==> config.mk <==
export PLATFORM = sky130hd
export DESIGN_NAME = jtopl_opacc
export DESIGN_NICKNAME = d
export VERILOG_FILES = /design/src/rtl/jtopl_opacc.sv
export SDC_FILE = /design/constraint.sdc
export NUM_CORES = 1
export LEC_CHECK = 0
export ABC_CLOCK_PERIOD_IN_PS = 4100
export BUFFER_PORTS_ARGS = -buffer_cell sky130_fd_sc_hd__buf_2
export CORE_MARGIN = 10
export CORE_UTILIZATION = 45
export CTS_CLUSTER_SIZE = 28
export DETAILED_ROUTE_END_ITERATION = 7
export PLACE_DENSITY = 0.67
export SYNTH_ARGS = -nofsm -noshare
export SYNTH_HDL_FRONTEND = slang
export SYNTH_SLANG_ARGS = --single-unit
==> constraint.sdc <==
create_clock -name clk -period 4.1 [get_ports clk]
set_input_delay 0.82 -clock clk [delete_from_list [all_inputs] [get_ports clk]]
set_output_delay 0.82 -clock clk [all_outputs]
set_load 0.02 [all_outputs]
==> src/rtl/jtopl_opacc.sv <==
// jtopl_opacc: operator output accumulator.
// Sums audible operator slots over one frame and emits a saturated sample.
module jtopl_opacc #(
    parameter int SLOTS = 18,
    parameter int GAIN  = 0,
    parameter int ACCW  = 18
) (
    input  logic               clk,
    input  logic               rst,
    input  logic               cenop,
    input  logic               zero,
    input  logic signed [12:0] op_result,
    input  logic               op_out,
    input  logic               con,
    input  logic               clr_err,
    output logic signed [15:0] snd,
    output logic               snd_valid,
    output logic               sync_err
);

    // Shifting happens three bits wider so GAIN up to 3 never drops bits.
    localparam int EXTW = ACCW + 3;

    localparam logic signed [EXTW-1:0] SAT_HI = EXTW'(32767);
    localparam logic signed [EXTW-1:0] SAT_LO = EXTW'(-32768);

    localparam logic [4:0] CNT_MAX = 5'd31;
    localparam logic [4:0] SLOTS_C = 5'(SLOTS);
    localparam logic [1:0] GAIN_C  = 2'(GAIN);

    // Registered state
    logic signed [ACCW-1:0] acc_q, acc_d;
    logic signed [15:0]     snd_q, snd_d;
    logic                   snd_valid_q, snd_valid_d;
    logic                   sync_err_q, sync_err_d;
    logic [4:0]             slot_cnt_q, slot_cnt_d;
    logic                   synced_q, synced_d;

    // Combinational helpers
    logic                   new_frame;
    logic                   audible;
    logic signed [ACCW-1:0] contrib;
    logic signed [EXTW-1:0] acc_ext;
    logic signed [EXTW-1:0] acc_shl;
    logic signed [15:0]     sat_val;
    logic                   len_bad;
    logic                   err_set;
    logic [4:0]             cnt_inc;

    // Slot qualification and audible contribution of the current operator.
    always_comb begin
        new_frame = cenop & zero;
        audible   = op_out | con;
        contrib   = '0;
        if (audible) begin
            contrib = {{(ACCW-13){op_result[12]}}, op_result};
        end
    end

    // Gain shift and 16-bit clamp of the completed frame sum.
    always_comb begin
        acc_ext = {{3{acc_q[ACCW-1]}}, acc_q};
        acc_shl = acc_ext <<< GAIN_C;
        if (acc_shl > SAT_HI) begin
            sat_val = 16'sh7fff;
        end else if (acc_shl < SAT_LO) begin
            sat_val = 16'sh8000;
        end else begin
            sat_val = acc_shl[15:0];
        end
    end

    // Frame length tracking: saturating slot counter and error detection.
    always_comb begin
        cnt_inc = (slot_cnt_q == CNT_MAX) ? CNT_MAX : slot_cnt_q + 5'd1;
        len_bad = (slot_cnt_q != SLOTS_C);
        err_set = new_frame & synced_q & len_bad;
    end

    // Next-state for accumulator, sample and frame tracking.
    always_comb begin
        acc_d       = acc_q;
        snd_d       = snd_q;
        slot_cnt_d  = slot_cnt_q;
        synced_d    = synced_q;
        snd_valid_d = new_frame;
        if (cenop) begin
            if (zero) begin
                snd_d      = sat_val;
                acc_d      = contrib;
                slot_cnt_d = 5'd1;
                synced_d   = 1'b1;
            end else begin
                acc_d      = acc_q + contrib;
                slot_cnt_d = cnt_inc;
            end
        end
    end

    // Sticky error flag; clearing wins over a simultaneous set.
    always_comb begin
        sync_err_d = sync_err_q;
        if (clr_err) begin
            sync_err_d = 1'b0;
        end else if (err_set) begin
            sync_err_d = 1'b1;
        end
    end

    // State registers with synchronous reset.
    always_ff @(posedge clk) begin
        if (rst) begin
            acc_q       <= '0;
            snd_q       <= '0;
            snd_valid_q <= 1'b0;
            sync_err_q  <= 1'b0;
            slot_cnt_q  <= '0;
            synced_q    <= 1'b0;
        end else begin
            acc_q       <= acc_d;
            snd_q       <= snd_d;
            snd_valid_q <= snd_valid_d;
            sync_err_q  <= sync_err_d;
            slot_cnt_q  <= slot_cnt_d;
            synced_q    <= synced_d;
        end
    end

    assign snd       = snd_q;
    assign snd_valid = snd_valid_q;
    assign sync_err  = sync_err_q;

endmodule

# Yosys cells after proc, flatten, opt, wreduce, memory -nomap -nowiden
# Cells that the tools add are included.
totals:
  reg_bits: 42
  out_inout_bits: 18
  wordCells: 24
  inputBits: 20
classes:
  eq_ne: 2
  order_cmp: 2
  bitwise_logic: 4
  addsub: 2
  n_mux: 6
  reduce_logical: 2
ops:
  columns: ["operator", "n"]
  rows:
  - ["2-to-1 mux 18 bit", 2]
  - ["2-to-1 mux 16 bit", 2]
  - ["adder 18 bit", 1]
  - ["> comparator 18 x 16 -> 1 bit, second input constant", 1]
  - ["less-than comparator 18 x 16 -> 1 bit, second input constant", 1]
  - ["2-to-1 mux 5 bit", 2]
  - ["adder 5 x 1 -> 5 bit, second input constant", 1]
  - ["equality test 5 bit, second input constant", 1]
  - ["inequality test 5 bit, second input constant", 1]
  - ["bitwise AND 1 bit", 3]
  - ["AND reduction 2 bit", 1]
  - ["OR reduction 2 bit", 1]
  - ["OR 1 bit", 1]

# Depth between registers and ports, before layout
# Gate-level depths: netlist of the first run.
logic_depth:
  depth_word: 4
  depth_mapped: 10
  depth_no_buf: 9

# Least setup slack after synthesis of the first run
# OpenSTA, ideal clock, no wires.
synth_path:
  kind: "input to register"
  startpoint: "input port con"
  endpoint: "register acc_q[16]"
  t_arrival_ns: 3.382
  t_required_ns: 3.984
  cell_stages: 10
  path_buffers: 1
  setup_ns: 0.116
  path_slack_ns: 0.602
  path_cell_list: "or2_2 clkbuf_1 and2_1 ha_1 fa_1 a211oi_1 o211a_1 nor4b_1 or4b_1 a31o_2"
synth_between:
  elab_chain_len: 4
synth_lines:
  columns: ["item", "line_no", "rtl"]
  rows:
  - ["start: declaration", "14", "input logic con,"]
  - ["OR 1 bit *", "53", "audible = op_out | con;"]
  - ["2-to-1 mux 18 bit *", "55", "if (audible) begin"]
  - ["adder 18 bit", "94", "acc_d = acc_q + contrib;"]
  - ["2-to-1 mux 18 bit *", "88", "if (zero) begin"]
  - ["end signal: assignment", "113", "acc_q <= '0;"]
  - ["end signal: assignment", "120", "acc_q <= acc_d;"]
  - ["end: declaration", "32", "logic signed [ACCW-1:0] acc_q, acc_d;"]
# Mark *: on every way between the ends. The rest lies on a longest branch, timed or not.
# A chain may end at the register's enable or synchronous reset.

# Final worst setup path of the first run
# Same ends and word-level chain as after synthesis.

==> run metrics, run 1 <==
Die X 98.36 microns; Final period util 83.33%; initial core utilization 46.39%; Post-Synth Simple-Gate Area 25.27%; die height 98.36 microns; most frequent cells after synthesis nor2_1, dfxtp_1, nand2_1; via count 2678; io pins 38; H-tree levels 2; hold depth 2; Yosys warning count 0; initial antenna violation count 0; grt total ovfl 0; final cell area excluding filler cells 3089 sq um; RSZ-0062 raised after global routing false; CP Data Required Time 4.31 ns; placed instance area 2977 sq um; post-synthesis adder-cell area fraction 9.330%; DP Worst Slack 0.3905 ns; Post-CTS Resized 0; # Post-CTS Setup Buffers 0; Slew headroom 20.73%; # hold bufs at CTS 0; Cell Pwr Density 353.8 nW/um^2; share of cells above drive strength 1 14.47%; P&R area growth vs syn 11.82%; fin util 51.87%; Final Setup Violations 0; Total Wirelength 7540 microns; final hold violation count 0; CP arrival 3.63 ns; Reg area 840.8 sq um; clock buffer depth 2; status finished clean; DP HPWL 5438 microns; Critical Path Fanout Max 15; TritonCTS clock tree done; Hold WC Path Type flip-flop to flip-flop; r2r setup slk 1.52 ns; IO buf count 37; synthesized area 2763 sq um; final period demand of the worst path 3.416 ns; GRT Util Overall 15.52%; Final #Nets 426; peak supply drop 0.0001934 V; first-pass GRT wire length 12610 microns; Worst setup SP type primary input; Routed Antenna Nets 0; hold endpoint snd[6]$_SDFFE_PP0P_; ys async rst share 0%; Root Buffer clkbuf_8; final std cells w/o fill 462; Final Worst Setup Slack 0.6836 ns; worst r2r src acc_q[0]$_SDFFE_PP0P_; Synth Area in XOR/XNOR 1.585%; most area-hungry cell type in the Yosys netlist dfxtp_1; Post-Syn Instances 360; most frequent cell after synthesis nor2_1; cells on worst reg2reg path 7; DR iter-0 viols 187; worst slew pin tran 1.185 ns; drt drc 0; leakage power 0.001314 uW; Critical Path End Type flip-flop; Die Area 9674 sq um; core area 5956 sq um; clk sink count 42; Primary FF master, synth dfxtp_1; Max Clk Rate 0.2927 GHz; GPL Wtd Cong 0.8789; vias in the first global route 2576; Setup CP Type primary input to flip-flop; register bit total from synthesis 42; Reg-to-Reg End acc_q[16]$_SDFFE_PP0P_; via/cell ratio 5.797; mean routed wirelength per cell 16.32 microns; filler instances 599; area of the multi-input gates 1819 sq um; largest family of logic cells by synthesized area compound AO/OA/AOI/OAI gates; complex-gate fraction of the synthesized area 28.22%; synth unique cells 59; post-synthesis mux area share 1.449%; router iterations before antenna repair 4; setup tns final 0 ns; Most Used Layer, Global Route met2; clk_skew 0.006400 ns; post-synthesis net count 400; GR Layer Usage met3 3.805%; Reg clk slew, reported paths 0.08 ns; Synth top area share 30.43%; GR Util met1 20.70%; GR Util met2 23.75%; # placed instances 454; dominant cells by area after synthesis dfxtp_1, ha_1, nor2_1, nand2_1, o21ai_0; HP Start snd[6]$_SDFFE_PP0P_; later-pin clock latency in the skew report 0.31 ns; number of synthesized flops with an enable pin 0; Final Slew Violations 0; Row Count 28; post-synthesis sequential area ratio 30.43%; ANT cells 0; Syn Area/Cell 7.674 sq um; cts bufs inserted 5; largest net degree at the start of global routing 31; Max-cap violations 0
## stage by stage
stage               power [uW]  hold WS [ns]
finish                    1093        0.4533
global route              1156        0.4776
CTS                       1097        0.4584
detailed placement       753.3        0.4370
global placement         749.1        0.4292
floorplan                681.0        0.4401
## metal layers
| layer | part of all wire [%] | wire length, microns |
|---|---|---|
| met5 | 0 | 0 |
| met1 | 47 | 3527 |
| met2 | 44 | 3326 |
| met3 | 8.0 | 604 |
| met4 | 1.1 | 82 |
## kinds of logic after synthesis
| family | count (synthesis) |
|---|---|
| and+or+nand+nor | 146 |
| adders and majority gates | 20 |
| AOI/OAI and AO/OA | 116 |
| xor gates and xnor gates | 5 |
| DFF | 42 |
| buffers and inverters | 27 |
| muxes | 4 |
## where the power goes
| group | total, uW | switching (uW) | internal (uW) |
|---|---|---|---|
| clock network | 346 | 164 | 183 |
| logic | 290 | 177 | 113 |
| registers | 457 | 21.9 | 435 |
## worst max path at each step
stage               startpoint                      to  slack, ns  depth (start not counted)
CTS                        con  acc_q[16]$_SDFFE_PP0P_       0.70                         10
global placement           con  acc_q[16]$_SDFFE_PP0P_       0.43                         10
finish                     con  acc_q[16]$_SDFFE_PP0P_       0.68                         10
floorplan                  con  acc_q[16]$_SDFFE_PP0P_       0.60                         10
global route               con  acc_q[16]$_SDFFE_PP0P_       0.48                         10
detailed placement         con  acc_q[16]$_SDFFE_PP0P_       0.39                         10
## sequential cells by signal, summed over array words and instances (netlist names)
| signal | flops |
|---|---|
| slot_cnt_q | 5 |
| synced_q | 1 |
| snd | 16 |
| snd_valid | 1 |
| sync_err | 1 |
| acc_q | 18 |
## cells in the final DEF (no fill, tap or decap), types with 2 or more instances in the layout
cell / instances
a2111oi_0: 3
a211oi_1: 10
a21o_1: 4
a21oi_1: 24
a22oi_1: 4
a311oi_1: 3
a31o_2: 2
a31oi_1: 3
and2_1: 14
and3_1: 8
buf_2: 37
clkbuf_8: 5
dfxtp_1: 42
ha_1: 19
inv_1: 7
mux2i_1: 4
nand2_1: 41
nand3_1: 10
nand4_1: 3
nor2_1: 43
nor3_1: 11
nor4_1: 2
o211ai_1: 8
o21a_1: 3
o21ai_0: 30
o21bai_1: 4
or3_1: 3
or4_1: 2
or4b_1: 2
xnor2_1: 3
xor2_1: 2
## worst max-delay path, cell delays in order
cell and delay (ns):
buf_2 0.10, or2_2 0.40, and2_1 0.20, ha_1 0.23, fa_1 0.44, a211oi_1 0.40, o211a_1 0.25, nor4b_1 0.07
or4b_1 0.48, a31o_2 0.24
## final cells by class
class | count | area share [%]
Clock buffer | 5 | 2.228
Clock inverter | 3 | 1.418
Inverter | 8 | 0.9721
Multi-Input combinational cell | 291 | 58.89
Sequential cell | 42 | 27.22
Tap cell | 75 | 3.038
Timing Repair Buffer | 38 | 6.237
No activity file was read; power rests on OpenSTA's default activity.
==> inputs of run 2 (changes only) <==
Settings changed: ABC_CLOCK_PERIOD_IN_PS 4100 to 2800, PLACE_DENSITY 0.67 to 0.69.
Clock period 4.1 ns to 2.8 ns, I/O delays scaled along.
==> run 2 against run 1 <==
Global-route usage increased by 1.1 points. Register-to-register slack got worse by 0.98 ns. Largest cell class unchanged. Clock skew increased by 0.0021 ns. Wire length increased by 9.2%. Worst hold slack got worse by 0.051 ns. Clock power increased by 71%. Core utilization increased by 6.4 points. Combinational power increased by 81%. First-iteration DRC count decreased by 7.0%. Final cell count increased by 8.9%. Die area unchanged.
==> run metrics, run 2 (synthesized netlist as in run 1, its figures left out) <==
Die X 98.36 microns; router iterations before antenna repair 4; leakage power 0.001532 uW; cts bufs inserted 5; Cell Pwr Density 515.0 nW/um^2; Root Buffer clkbuf_8; internal power 1231 uW; Total Wirelength 8236 microns; Final period util 96.92%; total power 1786 uW; GRT Util Overall 16.60%; power share of the clock group 33.0%; CP Data Required Time 3.01 ns; Comb pwr share 29.5%; clock buffer depth 2; register with the most flip-flops acc_q; first-pass GRT wire length 13670 microns; core area 5956 sq um; Routed Antenna Nets 0; mean routed wirelength per cell 16.37 microns; initial core utilization 46.39%; max layer used met4; Sw Ratio 31.08%; grt total ovfl 0; DP Worst Slack -0.2067 ns; # hold bufs at CTS 0; CP arrival 2.92 ns; TritonCTS clock tree done; vias in the first global route 2861; io pins 38; # placed instances 495; via/cell ratio 5.801; IO buf count 37; Final Slew Violations 0; Met1 Wirelength 3887 microns; status finished clean; Hold WC Path Type primary input to flip-flop; DP HPWL 6079 microns; Max Clk Rate 0.3685 GHz; drt drc 0; via count 2918; Critical Path Fanout Max 12; H-tree levels 2; met2 wire len 3833 microns; final hold violation count 0; peak supply drop 0.0002791 V; Final Worst Setup Slack 0.08634 ns; Final #Nets 467; DR iter-0 viols 174; Setup CP Type primary input to flip-flop; Final Setup Violations 0; worst slew pin tran 1.188 ns; final std cells w/o fill 503; clk sink count 42; commonest non-fill, non-tap cell in the layout nor2_1; Critical Path End Type flip-flop; die height 98.36 microns; P&R area growth vs syn 25.54%; Reg clk slew, reported paths 0.09 ns; largest net degree at the start of global routing 19; later-pin clock latency in the skew report 0.30 ns; fraction of power consumed by sequential logic 37.5%; Worst setup SP type primary input; most frequent cells in the layout nor2_1, dfxtp_1, buf_4; WL met3 429 microns; Max-cap violations 0; ANT cells 0; Slew headroom 20.53%; share of cells above drive strength 1 24.07%; Psw 555.2 uW; clk_skew 0.008478 ns; max FFs per register 18; RSZ-0062 raised after global routing false; Die Area 9674 sq um; final period demand of the worst path 2.714 ns; setup tns final 0 ns; Row Count 28; GPL Wtd Cong 0.9083; initial antenna violation count 0
[run 2: final cells by class]
| cell class | instances | area, sq um |
|---|---|---|
| flip-flops and latches | 42 | 840.8 |
| well taps | 75 | 93.84 |
| repair buffers | 79 | 500.5 |
| inverters | 8 | 30.03 |
| fillers | 574 | 2487 |
| clock buffers | 5 | 68.82 |
| clock inverters | 3 | 68.82 |
| multi-input cells | 291 | 1866 |
[run 2: metal layers]
metal / vias to the layer above / GRT usage (%)
met2: 83 / 27.43
met4: 0 / 4.741
met3: 10 / 3.665
met5: - / 0
met1: 1366 / 21.03
li1: 1459 / -
[run 2: final timing paths]
check | startpoint | endpoint | slack, ns | depth (start not counted)
worst max register to register | acc_q[0]$_SDFFE_PP0P_ | acc_q[16]$_SDFFE_PP0P_ | 0.54 | 7
worst max-delay path | con | acc_q[16]$_SDFFE_PP0P_ | 0.09 | 10
worst min-delay path | clr_err | sync_err$_SDFFE_PP0P_ | 0.40 | 2
worst min register to register | snd[14]$_SDFFE_PP0P_ | snd[14]$_SDFFE_PP0P_ | 0.45 | 2
[run 2: worst max-delay path: stages]
cell	delay [ns]
buf_2	0.10
or2_4	0.30
and2_4	0.18
ha_4	0.16
fa_2	0.39
a211oi_4	0.25
o211a_1	0.20
nor4b_1	0.07
or4b_1	0.47
a31o_2	0.24
[run 2: stage by stage]
step	hold WS [ns]	cell area (sq um)	util, %
after global routing	0.4095	3468	58.24
after detailed placement	0.4386	3309	55.57
after global placement	0.4292	3309	55.57
final	0.4027	3468	58.24
after floorplan	0.4401	2798	-
after CTS	0.4038	3447	57.88
[run 2: power groups by stage]
stage	Combinational (uW)	Clock (uW)	Sequential [uW]
2_1_floorplan	314	0	689
3_3_place_gp	498	0	682
3_5_place_dp	508	0	684
4_1_cts	513	600	670
5_1_grt	585	620	676
6_report	526	590	670
[run 2: what timing repair did]
item / in CTS / in global routing
buffers inserted: 0 / 0
setup endpoints to repair: 0 / 5
resized for setup: 0 / 6
